[config.mk]
export PLATFORM = sky130hd
export DESIGN_NAME = pipelined_chunk_adder
export DESIGN_NICKNAME = d
export VERILOG_FILES = /design/src/rtl/pipelined_chunk_adder_pkg.sv /design/src/rtl/chunk_adder.sv /design/src/rtl/pipelined_chunk_adder.sv
export SDC_FILE = /design/constraint.sdc
export NUM_CORES = 1
export LEC_CHECK = 0
export CAP_MARGIN = 5
export CORE_MARGIN = 5
export CORE_UTILIZATION = 45
export DETAILED_ROUTE_END_ITERATION = 8
export PLACE_DENSITY = 0.7
export SLEW_MARGIN = 20
export SYNTH_ARGS = -nofsm -noshare
export SYNTH_HDL_FRONTEND = slang
export SYNTH_SLANG_ARGS = --single-unit
[constraint.sdc]
create_clock -name clk -period 12.18 [get_ports clk]
set_clock_uncertainty 0.2 [all_clocks]
set_input_delay 3.654 -clock clk [delete_from_list [all_inputs] [get_ports clk]]
set_output_delay 3.654 -clock clk [all_outputs]
set_load 0.05 [all_outputs]
[src/rtl/pipelined_chunk_adder_pkg.sv]
// Shared definitions for the chunked adder: FSM state encodings and a
// counter-width helper.
package pipelined_chunk_adder_pkg;

    typedef enum logic [1:0] {
        ST_IDLE = 2'd0,
        ST_RUN  = 2'd1,
        ST_DONE = 2'd2
    } state_e;

    // ceil(log2(n)), never less than 1 so a single-chunk counter still exists
    function automatic int clog2_min1(input int n);
        int r;
        r = 1;
        for (int i = 1; i < 31; i++) begin
            r = ((32'sd1 <<< i) < n) ? (i + 1) : r;
        end
        return r;
    endfunction

endpackage

[src/rtl/chunk_adder.sv]
// Combinational CHUNK-bit ripple-carry adder built from full-adder cells.
// Also exposes the carry into the top bit so the caller can form overflow.
module chunk_adder #(
    parameter int CHUNK = 8
) (
    input  logic [CHUNK-1:0] i_a,
    input  logic [CHUNK-1:0] i_b,
    input  logic             i_cin,
    output logic [CHUNK-1:0] o_sum,
    output logic             o_cout,
    output logic             o_ctop
);

    logic [CHUNK:0] w_carry;

    // ripple chain of full-adder cells, LSB first
    always_comb begin
        w_carry    = '0;
        o_sum      = '0;
        w_carry[0] = i_cin;
        for (int i = 0; i < CHUNK; i++) begin
            o_sum[i]       = i_a[i] ^ i_b[i] ^ w_carry[i];
            w_carry[i + 1] = (i_a[i] & i_b[i]) | (w_carry[i] & (i_a[i] ^ i_b[i]));
        end
    end

    assign o_cout = w_carry[CHUNK];
    assign o_ctop = w_carry[CHUNK-1];

endmodule

[src/rtl/pipelined_chunk_adder.sv]
// Multi-cycle WIDTH-bit adder/subtractor that sums CHUNK bits per clock,
// chaining chunks through a registered carry, with valid/ready on both sides.
module pipelined_chunk_adder
    import pipelined_chunk_adder_pkg::*;
#(
    parameter int WIDTH = 32,
    parameter int CHUNK = 8
) (
    input  logic             clk,
    input  logic             rst_n,
    input  logic             in_valid,
    output logic             in_ready,
    input  logic [WIDTH-1:0] in_a,
    input  logic [WIDTH-1:0] in_b,
    input  logic             in_c,
    input  logic             sub,
    output logic             out_valid,
    input  logic             out_ready,
    output logic [WIDTH-1:0] out_s,
    output logic             out_c,
    output logic             out_ovf
);

    localparam int N  = WIDTH / CHUNK;
    localparam int CW = clog2_min1(N);
    localparam logic [CW-1:0] LAST_IDX = CW'(N - 1);

    state_e           r_state;
    state_e           w_state_next;
    logic [WIDTH-1:0] r_a;
    logic [WIDTH-1:0] r_b;
    logic [WIDTH-1:0] r_s;
    logic [WIDTH-1:0] w_s_next;
    logic [CW-1:0]    r_cnt;
    logic             r_carry;
    logic             r_c;
    logic             r_ovf;
    logic [CHUNK-1:0] w_a_chunk;
    logic [CHUNK-1:0] w_b_chunk;
    logic [CHUNK-1:0] w_sum;
    logic             w_cout;
    logic             w_ctop;
    logic             w_last;

    assign w_last = (r_cnt == LAST_IDX);

    // select chunk r_cnt of the frozen operands
    always_comb begin
        w_a_chunk = '0;
        w_b_chunk = '0;
        for (int j = 0; j < N; j++) begin
            w_a_chunk = w_a_chunk | ((r_cnt == CW'(j)) ? r_a[j*CHUNK +: CHUNK] : '0);
            w_b_chunk = w_b_chunk | ((r_cnt == CW'(j)) ? r_b[j*CHUNK +: CHUNK] : '0);
        end
    end

    chunk_adder #(
        .CHUNK(CHUNK)
    ) u_chunk_adder (
        .i_a   (w_a_chunk),
        .i_b   (w_b_chunk),
        .i_cin (r_carry),
        .o_sum (w_sum),
        .o_cout(w_cout),
        .o_ctop(w_ctop)
    );

    // drop the chunk result into its slot of the sum register
    always_comb begin
        w_s_next = r_s;
        for (int j = 0; j < N; j++) begin
            w_s_next[j*CHUNK +: CHUNK] = (r_cnt == CW'(j)) ? w_sum : r_s[j*CHUNK +: CHUNK];
        end
    end

    // next-state logic
    always_comb begin
        w_state_next = r_state;
        case (r_state)
            ST_IDLE: w_state_next = in_valid  ? ST_RUN  : ST_IDLE;
            ST_RUN:  w_state_next = w_last    ? ST_DONE : ST_RUN;
            ST_DONE: w_state_next = out_ready ? ST_IDLE : ST_DONE;
            default: w_state_next = ST_IDLE;
        endcase
    end

    // state register
    always_ff @(posedge clk or negedge rst_n) begin
        if (!rst_n) begin
            r_state <= ST_IDLE;
        end else begin
            r_state <= w_state_next;
        end
    end

    // operand capture and per-chunk accumulation; subtract is A + ~B + 1
    always_ff @(posedge clk or negedge rst_n) begin
        if (!rst_n) begin
            r_a     <= '0;
            r_b     <= '0;
            r_s     <= '0;
            r_cnt   <= '0;
            r_carry <= 1'b0;
            r_c     <= 1'b0;
            r_ovf   <= 1'b0;
        end else begin
            case (r_state)
                ST_IDLE: begin
                    if (in_valid) begin
                        r_a     <= in_a;
                        r_b     <= sub ? ~in_b : in_b;
                        r_carry <= sub ? 1'b1 : in_c;
                        r_cnt   <= '0;
                    end
                end
                ST_RUN: begin
                    r_s     <= w_s_next;
                    r_carry <= w_cout;
                    r_cnt   <= w_last ? '0 : (r_cnt + CW'(1'b1));
                    if (w_last) begin
                        r_c   <= w_cout;
                        r_ovf <= w_ctop ^ w_cout;
                    end
                end
                default: begin
                    r_cnt <= r_cnt;
                end
            endcase
        end
    end

    assign in_ready  = (r_state == ST_IDLE);
    assign out_valid = (r_state == ST_DONE);
    assign out_s     = r_s;
    assign out_c     = r_c;
    assign out_ovf   = r_ovf;

endmodule

==> impl_metrics.toml <==
[outcome]
status = "finished, final reports clean"

[worst_setup_path]
cp_slowest_stage_delay_ps = 790
crit_fanout = 13
criticalPathCategory = "flop to primary output"
crit_arrival_ps = 1950
cp_slowest_cell = "clkdlybuf4s50_1"
crit_path_end_kind = "primary output"
cp-start-kind = "flop"
cp.required_ps = 8330
crit_path_cell_trace = "nand2b_1 -> inv_1 -> clkdlybuf4s50_1"

[clock_network]
ctsHtreeMaxLevel = 3
cts_root_buf = "clkbuf_16"
clock_latency_ps = 340
path_clk_slew_ps = 70
numCtsBuffers = 9
cts.hold.buffers_added = 0
clock-sinks = 103
cts_tree = "built"
ctsResizeCount = 0
clockBufferDepth = 2
cts_setup_buffers = 0

[synth]
seq_area_frac_synth = 0.497
synthFlopType = "dfrtp_1"
synthTopCellsByCount = "103 x dfrtp_1, 64 x mux2_4, 32 x xor2_1"
ys_ff_latch = 103
synth-edff-count = 0
avgSynthCellArea_um2 = 14.5
yosysWarningCount = 0
yosys.area.top_type = "dfrtp_1"
syn-instance-count = 357
synth_top_area_frac = 0.497
synth.top_cells.by_area = "dfrtp_1 50%, mux2_4 19%, xor2_1 5.4%"
syn_area_um2 = 5180
async_reset_ff_frac = 1.00
ys_types = 29
synth.most_common_cell = "dfrtp_1"
synth_nets = 439

[detailed_routing]
drt_iter0_markers = 152
wl_per_cell_um = 18.0
num_vias = 3031
routed_via_density = 5.05
ant_nets = 0
routed_wl_um = 10800
drc_errors = 0
dr.pass1.iters = 4

[die]
die_area_um2 = 13800
fp.dieW_um = 117
die_h_um = 117
pin_count = 106
core.rowCount = 39
initial_core_util = 0.456
coreArea_um2 = 11400

[grt]
grt_pass1_vias = 3392
antenna_found_initial = 0
grt_overflow = 0
grt_usage = 0.163
grt_pass1_wl_um = 18200
grt_max_degree = 65

[cells_and_area]
diodes = 0
final_nets = 534
finalNonFillerCells = 600
final_core_util = 0.569
drive_above_1_share = 0.217
area_growth_pct = 24.8

[power]
intPower_mw = 1.24
pwr-share-seq = 0.301
ir_drop_mv = 0.257
p_per_area_nw_per_um2 = 329
p_sw_mw = 0.886
p_leak_nw = 3.04
switching_share = 0.417
p_clk_frac = 0.124
p_comb_frac = 0.575

[worst_hold_path]
hp-class = "flop to flop"

[timing]
rsz0062_at_grt = "false"
max_freq_ghz = 0.172
hold_violations = 0
post-route-period-util = 0.477
slew_viol_final = 0
layout_min_cycle_time_ps = 5810
worst_pin_slew_ps = 1130
setup_tns_ps = 0
finalSetupViolCount = 0
relSlewSlack = 0.250

[placement]
dpl.hpwl_um = 8020
placedCellCount = 584
io_buffers = 105
place_congestion = 0.747

[flow_run]
cap_viol_max_count = 0
-- through the flow --
step | hold slack (ps) | area [um2] | power (mW) | setup WS (ps)
after detailed placement | 295 | 6190 | 1.88 | 6180
final | 307 | 6470 | 2.13 | 6370
after CTS | 313 | 6470 | 2.16 | 6370
after floorplan | 282 | 5180 | 1.55 | 7120
after global placement | 292 | 6190 | 1.84 | 6220
after global routing | 323 | 6470 | 2.28 | 6250
-- power groups by stage --
stage                     Combinational, mW  Clock, mW  Sequential, mW
after detailed placement               1.24          0           0.641
after floorplan                       0.740          0           0.807
after global placement                 1.21          0           0.634
after CTS                              1.24      0.272           0.639
after global routing                   1.33      0.285           0.660
final                                  1.22      0.265           0.639
-- worst paths after layout --
check                           startpoint   endpoint  slack (ps)  cells after the start
worst max register to register    r_cnt[0]   out_s[7]        6870                     15
max in group asynchronous            rst_n    r_b[26]        7540                      2
worst min register to register   out_s[29]  out_s[29]         310                      1
min in group asynchronous            rst_n   out_s[9]        3090                      1
worst min-delay path             out_s[29]  out_s[29]         310                      1
worst max-delay path            r_state[0]  out_valid        6370                      3
-- cells in the final DEF (no fill, tap or decap), drive strengths merged --
cell type,count
xnor2,1
nand2b,2
xor2,32
nand2,4
clkinv,3
o21ba,1
clkinvlp,3
buf,6
or3b,1
nor2,2
mux2i,24
a221oi,12
o21ai,3
inv,32
o221ai,1
a22o,12
nor3b,1
dfrtp,103
a31o,1
and3b,1
ha,4
a22oi,8
mux2,74
clkdlybuf4s50,103
clkbuf,9
fa,8
or4b,1
nand3b,5
-- flip-flops by register name, indices dropped and copies added (netlist names) --
name and cells:
r_state 2, r_cnt 2, out_s 32, out_c 1, r_carry 1, out_ovf 1
r_b 32, r_a 32
-- per-layer routing --
layer | share of wire | routed length (um) | GRT usage | vias to the layer above
li1 | - | - | - | 1420
met5 | 0 | 0 | 0 | -
met2 | 0.48 | 5200 | 0.262 | 86
met1 | 0.46 | 4970 | 0.218 | 1515
met3 | 0.045 | 482 | 0.0404 | 10
met4 | 0.011 | 122 | 0.0479 | 0
-- layout make-up --
| type | instances | area [um2] |
|---|---|---|
| tap | 143 | 179 |
| sequential | 103 | 2580 |
| inverter | 31 | 116 |
| clock inverter | 7 | 48.8 |
| clock buffer | 9 | 225 |
| timing repair buffer | 109 | 1070 |
| multi-input combinational | 198 | 2250 |
| fill | 957 | 4900 |
-- critical path, delay by kind of cell (launching register included) --
family                 cells  cell delay, ps
buffers and inverters      2             850
DFF                        1             530
and+or+nand+nor            1             230
-- cell families after synthesis --
family / synth area share
AOI/OAI and AO/OA: 0.0604
xor gates and xnor gates: 0.0558
adders and majority gates: 0.0406
buffers and inverters: 0.0700
DFF: 0.497
muxes: 0.254
and+or+nand+nor: 0.0222
Power figures use the tool's default switching activity.
